File: src/rtl/fc_credit_update_gen.sv
// Receive-side flow-control credit return: tracks CREDITS_ALLOCATED from freed buffer
// entries and requests InitFC1/InitFC2/UpdateFC DLLPs over a valid/ready handshake.
module fc_credit_update_gen #(
    parameter int CREDIT_WIDTH  = 8,
    parameter int INIT_CREDITS  = 16,
    parameter int UPDATE_THRESH = 4,
    parameter int TIMER_CYCLES  = 1024,
    parameter int INITFC_REPEAT = 2
) (
    input  logic                    clk,
    input  logic                    rst_n,
    input  logic                    link_up,
    input  logic                    peer_fc1_seen,
    input  logic                    peer_fc2_seen,
    input  logic                    buf_rd,
    output logic                    dllp_valid,
    input  logic                    dllp_ready,
    output logic [1:0]              dllp_type,
    output logic [CREDIT_WIDTH-1:0] dllp_credits,
    output logic [CREDIT_WIDTH-1:0] credits_alloc,
    output logic                    fc_init_done,
    output logic                    err_overflow
);

    localparam int PEND_W = $clog2(INIT_CREDITS + 1);
    localparam int TMR_W  = $clog2(TIMER_CYCLES + 1);
    localparam int SENT_W = $clog2(INITFC_REPEAT + 1);

    localparam logic [CREDIT_WIDTH-1:0] INIT_ADV = CREDIT_WIDTH'(INIT_CREDITS);
    localparam logic [PEND_W-1:0]       PEND_MAX = PEND_W'(INIT_CREDITS);
    localparam logic [PEND_W-1:0]       PEND_THR = PEND_W'(UPDATE_THRESH);
    localparam logic [TMR_W-1:0]        TMR_LAST = TMR_W'(TIMER_CYCLES - 1);
    localparam logic [SENT_W-1:0]       SENT_MAX = SENT_W'(INITFC_REPEAT);

    localparam logic [1:0] TYPE_INITFC1 = 2'b00;
    localparam logic [1:0] TYPE_INITFC2 = 2'b01;
    localparam logic [1:0] TYPE_UPDFC   = 2'b10;

    typedef enum logic [2:0] {
        S_IDLE,
        S_INIT1,
        S_INIT2,
        S_ACTIVE,
        S_SEND_UPD
    } state_t;

    state_t state_q, state_d;

    logic [CREDIT_WIDTH-1:0] alloc_q;
    logic [CREDIT_WIDTH-1:0] snap_q;
    logic [PEND_W-1:0]       pending_q;
    logic [PEND_W-1:0]       pending_inc;
    logic [TMR_W-1:0]        timer_q;
    logic [SENT_W-1:0]       sent_q;
    logic [SENT_W-1:0]       sent_inc;
    logic                    err_q;
    logic                    xfer;
    logic                    upd_entry;

    assign xfer        = dllp_valid && dllp_ready;
    assign sent_inc    = (sent_q < SENT_MAX) ? sent_q + 1'b1 : sent_q;
    assign pending_inc = (pending_q < PEND_MAX) ? pending_q + 1'b1 : pending_q;
    assign upd_entry   = (state_q == S_ACTIVE) && (state_d == S_SEND_UPD);

    assign dllp_credits  = snap_q;
    assign credits_alloc = alloc_q;
    assign err_overflow  = err_q;

    always_ff @(posedge clk or negedge rst_n) begin
        if (!rst_n) begin
            state_q <= S_IDLE;
        end else begin
            state_q <= state_d;
        end
    end

    always_comb begin
        state_d      = state_q;
        dllp_valid   = 1'b0;
        dllp_type    = TYPE_INITFC1;
        fc_init_done = 1'b0;
        case (state_q)
            S_IDLE: begin
                if (link_up) state_d = S_INIT1;
            end
            S_INIT1: begin
                dllp_valid = 1'b1;
                dllp_type  = TYPE_INITFC1;
                if (xfer && (sent_inc >= SENT_MAX) && peer_fc1_seen) state_d = S_INIT2;
            end
            S_INIT2: begin
                dllp_valid = 1'b1;
                dllp_type  = TYPE_INITFC2;
                if (xfer && (sent_inc >= SENT_MAX) && peer_fc2_seen) state_d = S_ACTIVE;
            end
            S_ACTIVE: begin
                fc_init_done = 1'b1;
                // Threshold and keep-alive share one transition, so coincident triggers yield one UpdateFC.
                if ((pending_q >= PEND_THR) || (timer_q == TMR_LAST)) state_d = S_SEND_UPD;
            end
            S_SEND_UPD: begin
                dllp_valid   = 1'b1;
                dllp_type    = TYPE_UPDFC;
                fc_init_done = 1'b1;
                if (xfer) state_d = S_ACTIVE;
            end
            default: state_d = S_IDLE;
        endcase
        if (!link_up) state_d = S_IDLE;
    end

    always_ff @(posedge clk or negedge rst_n) begin
        if (!rst_n) begin
            alloc_q   <= '0;
            snap_q    <= '0;
            pending_q <= '0;
            timer_q   <= '0;
            sent_q    <= '0;
            err_q     <= 1'b0;
        end else if (!link_up) begin
            alloc_q   <= '0;
            snap_q    <= '0;
            pending_q <= '0;
            timer_q   <= '0;
            sent_q    <= '0;
            err_q     <= 1'b0;
        end else if (state_q == S_IDLE) begin
            alloc_q   <= INIT_ADV;
            snap_q    <= INIT_ADV;
            pending_q <= '0;
            timer_q   <= '0;
            sent_q    <= '0;
        end else begin
            if (buf_rd) alloc_q <= alloc_q + 1'b1;
            if (buf_rd && (pending_q == PEND_MAX)) err_q <= 1'b1;

            // Snapshot excludes a same-cycle free; that free restarts the pending count.
            if (upd_entry) begin
                snap_q    <= alloc_q;
                pending_q <= PEND_W'(buf_rd);
            end else if (buf_rd) begin
                pending_q <= pending_inc;
            end

            if ((state_q == S_ACTIVE) && (state_d == S_ACTIVE)) begin
                timer_q <= timer_q + 1'b1;
            end else begin
                timer_q <= '0;
            end

            if (((state_q == S_INIT1) || (state_q == S_INIT2)) && (state_d == state_q)) begin
                if (xfer) sent_q <= sent_inc;
            end else begin
                sent_q <= '0;
            end
        end
    end

endmodule

File: config.mk
export PLATFORM = sky130hd
export DESIGN_NAME = fc_credit_update_gen
export DESIGN_NICKNAME = d
export VERILOG_FILES = /design/src/rtl/fc_credit_update_gen.sv
export SDC_FILE = /design/constraint.sdc
export NUM_CORES = 1
export LEC_CHECK = 0
export CAP_MARGIN = 20
export CORE_ASPECT_RATIO = 1.5
export CORE_MARGIN = 2
export CORE_UTILIZATION = 50
export CTS_BUF_LIST = sky130_fd_sc_hd__clkbuf_8
export CTS_CLUSTER_SIZE = 30
export DETAILED_ROUTE_END_ITERATION = 10
export GPL_TIMING_DRIVEN = 0
export HOLD_SLACK_MARGIN = 0.06
export PLACE_DENSITY = 0.74
export SYNTH_ARGS = -nofsm -noshare
export SYNTH_HDL_FRONTEND = slang
export SYNTH_SLANG_ARGS = --single-unit
File: constraint.sdc
create_clock -name clk -period 2 [get_ports clk]
set_clock_uncertainty 0.2 [all_clocks]
set_input_delay 0.3 -clock clk [delete_from_list [all_inputs] [get_ports clk]]
set_output_delay 0.3 -clock clk [all_outputs]
set_load 0.005 [all_outputs]
==> tab_implementation.tex, run 1 <==
\begin{tabular}{lr}
\hline
Metric & Value \\
\hline
\multicolumn{2}{l}{\textbf{Place}} \\
Routability congestion estimate from global placement & 0.812 \\
Post-detailed-placement half-perimeter wirelength & 2820 um \\
Count of buffers from port buffering & 26 \\
Placed instance count & 266 \\
\multicolumn{2}{l}{\textbf{Route}} \\
Drt first pass iters & 4 \\
DR vias & 1676 \\
Average wire length per cell after detail routing & 16.0 um \\
DRC violation total after the first TritonRoute iteration & 40 \\
Antenna-violating nets left & 0 \\
Routed vias/inst & 5.59 \\
Remaining design rule violation count & 0 \\
Wire length reported by the detailed router & 4800 um \\
\multicolumn{2}{l}{\textbf{GRT}} \\
Gr busiest metal & met2 \\
Overflow after GRT & 0 \\
Pin count of the biggest net entering global routing & 39 \\
Global routing met2 resource utilization & 38.8\% \\
GR Util All Layers & 23.6\% \\
Vias in the first global route & 1678 \\
Wire length of the first global-routing pass & 7480 um \\
Number of antenna violations at the first check in global routing & 0 \\
Met1 usage & 27.1\% \\
Met3 track demand over resource in global routing & 5.95\% \\
\multicolumn{2}{l}{\textbf{CTS}} \\
Clock insertion delay at the later pin of the skew report & 0.29 ns \\
Buffer cell driving the clock tree root & clkbuf\_8 \\
Buffers from clock root to sink, at most & 2 \\
H-Tree Level Count & 2 \\
Clock Sinks & 38 \\
TritonCTS clock tree & built \\
Total clock buffers created by CTS & 5 \\
CTS clock-pin slew for the worst setup and hold paths & 0.07 ns \\
\multicolumn{2}{l}{\textbf{STA}} \\
Hold slack final & 0.272 ns \\
Least setup slack across all paths after layout & -0.00550 ns \\
Time the worst path needs with I/O delays and setup & 2.01 ns \\
Transition time at the pin with the least slew margin & 0.859 ns \\
Max-Slew Margin vs Limit & 42.7\% \\
Count of final hold-check violations & 0 \\
Peak Freq & 0.499 GHz \\
Max-slew violation count & 0 \\
Unrepaired setup endpoints after global routing & yes \\
Share of the cycle needed by the critical path after routing & 100\% \\
Number of failing setup endpoints in the final timing report & 1 \\
Setup TNS & -0.00550 ns \\
\multicolumn{2}{l}{\textbf{Yosys}} \\
Post-Syn Area per Cell & 9.81 sq um \\
Compound-Gate Fraction of Synth Area & 9.72\% \\
Synthesized-area fraction occupied by and/or/nand/nor cells & 24.1\% \\
Number of warning messages in the yosys log & 0 \\
Synth Cell Area & 1930 sq um \\
Multiplexer fraction of the synthesized cell area & 1.81\% \\
EDFF count, synth & 0 \\
Sequential share of the synthesized area & 49.2\% \\
Fraction of the mapped netlist area in adder cells & 3.24\% \\
Fraction of registers with async set/reset & 100\% \\
Most frequently used flop master after synthesis & dfrtp\_1 \\
Combinational family with the most area after synthesis & simple AND/OR/NAND/NOR gates \\
Number of distinct library cells after synthesis & 41 \\
Net count after synthesis & 209 \\
Flop and latch count out of synthesis & 38 \\
Xor/xnor share of the synthesized area & 7.71\% \\
Mapped Cells & 197 \\
\multicolumn{2}{l}{\textbf{Worst setup path}} \\
Number of buffers and inverters on the critical path & 2 \\
Kind of cell with the highest combined delay on the critical path & simple AND/OR/NAND/NOR gates \\
Top fanout value on the critical path & 5 \\
Startpoint-to-endpoint class of the critical path & register to register \\
Type of element capturing the critical path & register \\
Data arrival time at the worst-slack endpoint & 1.99 ns \\
Chain of cells forming the critical path & buf\_6, buf\_6, or3\_4, nand2\_8, nor3\_4, mux2\_4, a31o\_1 \\
CP required & 1.99 ns \\
Max stage delay on crit path & 0.45 ns \\
Slowest cell on crit path & dfrtp\_2 \\
CP startpoint kind & register \\
Most numerous cell on the critical path & buf\_6 \\
\multicolumn{2}{l}{\textbf{Floorplan}} \\
Width of the chip & 54.8 um \\
Die Y & 80.1 um \\
Boundary Pins & 28 \\
Number of placement rows & 27 \\
Starting density of the core & 52.5\% \\
Total die area & 4390 sq um \\
Core Footprint & 3680 sq um \\
\multicolumn{2}{l}{\textbf{Cells and area}} \\
Synthesis-to-layout area growth & 36.1\% \\
Number of nets in the finished design & 269 \\
Number of standard cells in the layout, taps in and fillers out & 300 \\
Antenna Diode Count & 0 \\
Share of final-layout standard cells stronger than drive strength 1 & 23.3\% \\
\multicolumn{2}{l}{\textbf{Outcome}} \\
Violated checks & setup timing \\
Outcome & finished, violations left \\
\multicolumn{2}{l}{\textbf{Pwr}} \\
Highest ir drop seen on vdd & 0.495 mV \\
Pwr dens & 551 nW/um\^{}2 \\
Static leakage & 1.20 nW \\
\multicolumn{2}{l}{\textbf{Flow run}} \\
Max cap viols & 0 \\
\multicolumn{2}{l}{\textbf{Min path}} \\
Worst Hold Class & input pin to register \\
\hline
\end{tabular}
-- flip-flops by register name, summed over array words and instances (netlist names) --
name,cells
credits_alloc,8
pending_q,5
timer_q,11
err_overflow,1
state_q,3
sent_q,2
dllp_credits,8
-- synthesized netlist by cell type, types with 3 or more instances --
library cell	number	area [sq um]
a21oi_1	5	25.0
and3_1	4	25.0
dfrtp_1	38	951
ha_1	5	62.6
inv_1	14	52.6
nand2_1	14	52.6
nand2b_1	3	18.8
nand3_1	15	75.1
nand4_1	4	25.0
nor2_1	27	101
nor2b_1	5	31.3
o21ai_0	11	55.1
xnor2_1	10	87.6
xor2_1	7	61.3
-- where the power goes --
group,internal (mW),switching (mW),leakage [nW],total (mW)
registers,0.778,0.0127,0.517,0.790
clock network,0.234,0.267,0.0438,0.501
logic,0.0750,0.0813,0.637,0.156
-- placed cells by master, fill, tap and decap left out, drive strengths merged, types with 7 or more instances in the layout --
cell / instances
nor2: 27
dfrtp: 38
o21ai: 12
nand3: 15
xnor2: 10
inv: 14
clkdlybuf4s50: 21
nand2: 14
buf: 31
clkbuf: 7
xor2: 7
-- cells by family after synthesis --
logic type / after synthesis
flip-flops: 38
AO/OA/AOI/OAI: 29
adder cells (fa/ha/maj): 5
multiplexers: 3
AND/OR/NAND/NOR: 86
XOR/XNOR: 17
buffers and inverters: 19
-- what timing repair did --
item,CTS,global route
pin swaps,5,4
resized for setup,21,14
hold buffers,1,0
cloned,0,0
endpoints found under the hold margin,38,0
setup buffers,21,6
setup endpoints to repair,22,25
-- worst min-delay path, delay by kind of cell --
kind,cells,cell delay (ns)
buffers and inverters,1,0.20
and+or+nand+nor,1,0.04
xor gates and xnor gates,1,0.19
-- cell type report --
type	count	area, sq um
timing repair buffer	54	470
sequential	38	957
clock buffer	5	68.8
buffer	4	31.3
tap	43	53.8
fill	279	1050
clock inverter	2	10.0
multi-input combinational	140	985
inverter	14	52.6
-- through the flow --
stage / area, sq um / power [mW] / util [%] / setup WS [ns]
final: 2630 / 1.45 / 71.4 / -0.00550
after global routing: 2630 / 1.50 / 71.4 / -0.0602
after CTS: 2540 / 1.43 / 68.9 / 0.00709
after detailed placement: 2240 / 0.908 / 60.9 / -0.160
after global placement: 2250 / 0.906 / 61.0 / -0.455
after floorplan: 1930 / 0.851 / - / 0.0714
-- metal layers --
| metal | wire length (um) | share of wire, % |
|---|---|---|
| met4 | 152 | 3.2 |
| met5 | 0 | 0 |
| met2 | 2510 | 52 |
| met3 | 233 | 4.9 |
| met1 | 1900 | 40 |
-- path summary, 6_finish.rpt --
kind	start	endpoint	slack (ns)	cells after the start
setup / recovery	state_q[1]$_DFF_PN0_	pending_q[0]$_DFFE_PN0P_	-0.006	7
hold / removal	buf_rd	credits_alloc[0]$_DFFE_PN0P_	0.27	3
hold reg to reg	dllp_credits[7]$_DFFE_PN0P_	dllp_credits[7]$_DFFE_PN0P_	0.31	2
max in group asynchronous	rst_n	state_q[2]$_DFF_PN0_	0.54	2
min in group asynchronous	rst_n	timer_q[4]$_DFF_PN0_	0.45	2
setup reg to reg	state_q[1]$_DFF_PN0_	pending_q[0]$_DFFE_PN0P_	-0.006	7
Note: power is estimated with default switching activity, not from simulation.
==> run 2: changes to the inputs <==
--- a/config.mk
+++ b/config.mk
@@ -8,13 +8,13 @@
 export CAP_MARGIN = 20
 export CORE_ASPECT_RATIO = 1.5
 export CORE_MARGIN = 2
-export CORE_UTILIZATION = 50
+export CORE_UTILIZATION = 45
 export CTS_BUF_LIST = sky130_fd_sc_hd__clkbuf_8
-export CTS_CLUSTER_SIZE = 30
+export CTS_CLUSTER_SIZE = 25
 export DETAILED_ROUTE_END_ITERATION = 10
 export GPL_TIMING_DRIVEN = 0
 export HOLD_SLACK_MARGIN = 0.06
-export PLACE_DENSITY = 0.74
+export PLACE_DENSITY = 0.68
 export SYNTH_ARGS = -nofsm -noshare
 export SYNTH_HDL_FRONTEND = slang
 export SYNTH_SLANG_ARGS = --single-unit
==> run 2 against run 1 <==
  * The flow now finishes without violations
  * Flip-flop and latch count did not move
  * Global-route usage fell by 5.2 points
  * First-iteration DRC count rose by 45%
  * Critical path type is now input pin to register
  * Largest cell class unchanged
==> tab_implementation.tex, run 2 (same netlist as run 1, synthesis figures left out) <==
\begin{tabular}{lr}
\hline
Metric & Value \\
\hline
\multicolumn{2}{l}{\textbf{Outcome}} \\
Outcome & completed \\
\multicolumn{2}{l}{\textbf{Worst setup path}} \\
Slowest cell on crit path & clkdlybuf4s50\_1 \\
Worst r2r src & timer\_q[0]\$\_DFF\_PN0\_ \\
Data arrival time at the worst-slack endpoint & 1.94 ns (-0.05 ns) \\
Slack of the worst reg-to-reg path & 0.05 ns (+0.06 ns) \\
Number of buffers and inverters on the critical path & 1 (-1) \\
Register-to-Register Path Depth & 6 (-1) \\
Startpoint-to-endpoint class of the critical path & input pin to register \\
CP required & 1.98 ns (about the same) \\
Top fanout value on the critical path & 7 (+2) \\
CP startpoint kind & input pin \\
Destination of the worst register-to-register timing path & pending\_q[0]\$\_DFFE\_PN0P\_ \\
Max stage delay on crit path & 0.70 ns (+0.25 ns) \\
Type of element capturing the critical path & register \\
Kind of cell with the highest combined delay on the critical path & buffers and inverters \\
Chain of cells forming the critical path & clkdlybuf4s50\_1, nand2\_1, o21bai\_4, mux2\_4, a31o\_1 \\
\multicolumn{2}{l}{\textbf{Cells and area}} \\
Number of flip-flops under the largest register name & 11 (unchanged) \\
Antenna Diode Count & 0 (unchanged) \\
Register containing the most flip-flops in the final layout & timer\_q \\
Final core utilization & 61.8\% (-9.6 points) \\
Share of final-layout standard cells stronger than drive strength 1 & 20.2\% (-3.2 points) \\
Most frequent standard cell in the layout excluding fill and tap cells & dfrtp\_1 \\
Commonest non-fill, non-tap cells in the layout & dfrtp\_1 (31), nor2\_1 (25), clkdlybuf4s50\_1 (21) \\
Synthesis-to-layout area growth & 33.4\% \\
Number of nets in the finished design & 259 (-3.7\%) \\
\multicolumn{2}{l}{\textbf{Place}} \\
Routability congestion estimate from global placement & 0.779 (-4.1\%) \\
Setup Slack @ Placement & -0.188 ns (-0.0279 ns) \\
Post-detailed-placement half-perimeter wirelength & 2860 um (+1.6\%) \\
Count of buffers from port buffering & 26 (unchanged) \\
\multicolumn{2}{l}{\textbf{GRT}} \\
Number of antenna violations at the first check in global routing & 0 (unchanged) \\
Pin count of the biggest net entering global routing & 39 (unchanged) \\
Vias in the first global route & 1521 (-9.4\%) \\
Overflow after GRT & 0 (unchanged) \\
GR Util All Layers & 18.3\% (-5.2 points) \\
Wire length of the first global-routing pass & 7000 um (-6.4\%) \\
\multicolumn{2}{l}{\textbf{Pwr}} \\
Combinational group share of total power & 8.0\% (-2.8 points) \\
Pwr dens & 597 nW/um\^{}2 (+8.4\%) \\
Part of the total power dissipated in sequential elements & 51.3\% (-3.3 points) \\
Static leakage & 1.16 nW (-2.8\%) \\
Internal power contribution & 1.20 mW (+10\%) \\
Highest ir drop seen on vdd & 0.648 mV (+31\%) \\
Clock network power share & 40.7\% (+6.1 points) \\
Net switching power & 0.344 mW (-5.0\%) \\
Switching fraction of total power & 22.3\% (-2.6 points) \\
Overall power & 1.54 mW (+6.3\%) \\
\multicolumn{2}{l}{\textbf{Floorplan}} \\
Die Y & 84.2 um (+5.1\%) \\
Total die area & 4840 sq um (+10\%) \\
Starting density of the core & 46.3\% (-6.2 points) \\
Width of the chip & 57.5 um (+5.0\%) \\
Core Footprint & 4170 sq um (+13\%) \\
Number of placement rows & 29 (+7.4\%) \\
Boundary Pins & 28 (unchanged) \\
\multicolumn{2}{l}{\textbf{CTS}} \\
Clock insertion delay at the later pin of the skew report & 0.29 ns (about the same) \\
TritonCTS clock tree & built \\
Clock Sinks & 38 (unchanged) \\
Total clock buffers created by CTS & 5 (unchanged) \\
H-Tree Level Count & 2 (unchanged) \\
Buffers from clock root to sink, at most & 2 (unchanged) \\
CTS clock-pin slew for the worst setup and hold paths & 0.08 ns (about the same) \\
Buffer cell driving the clock tree root & clkbuf\_8 \\
\multicolumn{2}{l}{\textbf{STA}} \\
Hold slack final & 0.272 ns (-0.0000870 ns) \\
Time the worst path needs with I/O delays and setup & 1.96 ns (-0.0482 ns) \\
Count of final hold-check violations & 0 (unchanged) \\
Number of failing setup endpoints in the final timing report & 0 (-1) \\
Least setup slack across all paths after layout & 0.0427 ns (+0.0482 ns) \\
Transition time at the pin with the least slew margin & 0.840 ns (-0.0189 ns) \\
Max-slew violation count & 0 (unchanged) \\
Max-Slew Margin vs Limit & 44.0\% (+1.3 points) \\
Unrepaired setup endpoints after global routing & yes \\
Peak Freq & 0.511 GHz (+2.5\%) \\
Share of the cycle needed by the critical path after routing & 97.9\% (-2.4 points) \\
\multicolumn{2}{l}{\textbf{Flow run}} \\
Max cap viols & 0 (unchanged) \\
\multicolumn{2}{l}{\textbf{Route}} \\
Remaining design rule violation count & 0 (unchanged) \\
Antenna-violating nets left & 0 (unchanged) \\
Drt first pass iters & 4 (unchanged) \\
Routed vias/inst & 5.36 (-4.1\%) \\
DR vias & 1575 (-6.0\%) \\
Wire length reported by the detailed router & 4230 um (-12\%) \\
Average wire length per cell after detail routing & 14.4 um (-10\%) \\
DRC violation total after the first TritonRoute iteration & 58 (+45\%) \\
\multicolumn{2}{l}{\textbf{Min path}} \\
Cells on Worst Hold Path & 3 (unchanged) \\
Hold Path Sink & credits\_alloc[0]\$\_DFFE\_PN0P\_ \\
Worst Hold Class & input pin to register \\
Hold Path Origin & buf\_rd \\
\hline
\end{tabular}
==> run 2: cell types whose count changed in the layout (fill, tap and decap cells not counted), sizes merged <==
cell,delta
inv,+2
clkbuf,-1
bufinv,+1
buf,-9
clkinv,-2
==> run 2: worst register-to-register path, stage by stage, from the launching register on <==
cell and delay, ns:
dfrtp_1 0.40, ha_4 0.17, nand3_4 0.08, nor4_4 0.37, o21bai_4 0.14, mux2_4 0.31
a31o_1 0.18
==> run 2: area by class of cell <==
class,instances,area [sq um]
Clock buffer,5,68.8
Clock inverter,3,37.5
Sequential cell,38,960
Timing Repair Buffer,44,395
Buffer,4,25.0
Multi-Input combinational cell,140,981
Fill cell,383,1600
Inverter,14,52.6
Tap cell,46,57.6
==> run 2: worst max-delay path by stage <==
stage / start / endpoint / slack (ns) / depth (start not counted)
2_1_floorplan: timer_q[0]$_DFF_PN0_ / pending_q[0]$_DFFE_PN0P_ / 0.07 / 6
3_3_place_gp: rst_n / sent_q[0]$_DFFE_PN0P_ / -0.49 / 1
3_5_place_dp: link_up / pending_q[0]$_DFFE_PN0P_ / -0.19 / 5
4_1_cts: state_q[1]$_DFF_PN0_ / dllp_type[1] / 0.005 / 4
5_1_grt: timer_q[4]$_DFF_PN0_ / timer_q[8]$_DFF_PN0_ / -0.04 / 6
6_report: link_up / pending_q[0]$_DFFE_PN0P_ / 0.04 / 5
==> run 2: repair_timing <==
item	4_1_cts	5_1_grt
resized for setup	21	13
gates cloned	0	0
hold endpoints to repair	38	0
setup endpoints to repair	20	22
hold buffers	1	0
buffers inserted	8	9
pin swaps	3	5
==> run 2: per-stage QoR <==
| stage | cell area (sq um) | instances | TNS, ns |
|---|---|---|---|
| after detailed placement | 2240 | 269 | -1.60 |
| after global placement | 2250 | 269 | -19.64 |
| after global routing | 2580 | 294 | -0.225 |
| after floorplan | 1930 | 197 | 0 |
| after CTS | 2460 | 285 | 0 |
| final | 2580 | 294 | 0 |
==> run 2: layer usage <==
layer | part of all wire, % | vias to the layer above | global-route usage, % | wire length (um)
met3 | 4.1 | 5 | 4.62 | 173
met2 | 54 | 31 | 32.4 | 2270
met4 | 1.0 | 0 | 5.71 | 44
met5 | 0 | - | 0 | 0
li1 | - | 771 | - | -
met1 | 41 | 768 | 21.2 | 1740
==> run 2: power groups by stage <==
stage               Sequential (mW)  Clock [mW]  Combinational, mW
finish                        0.789       0.627              0.123
global route                  0.790       0.674              0.138
CTS                           0.789       0.645              0.119
detailed placement            0.805           0              0.103
global placement              0.805           0              0.103
floorplan                     0.803           0             0.0484
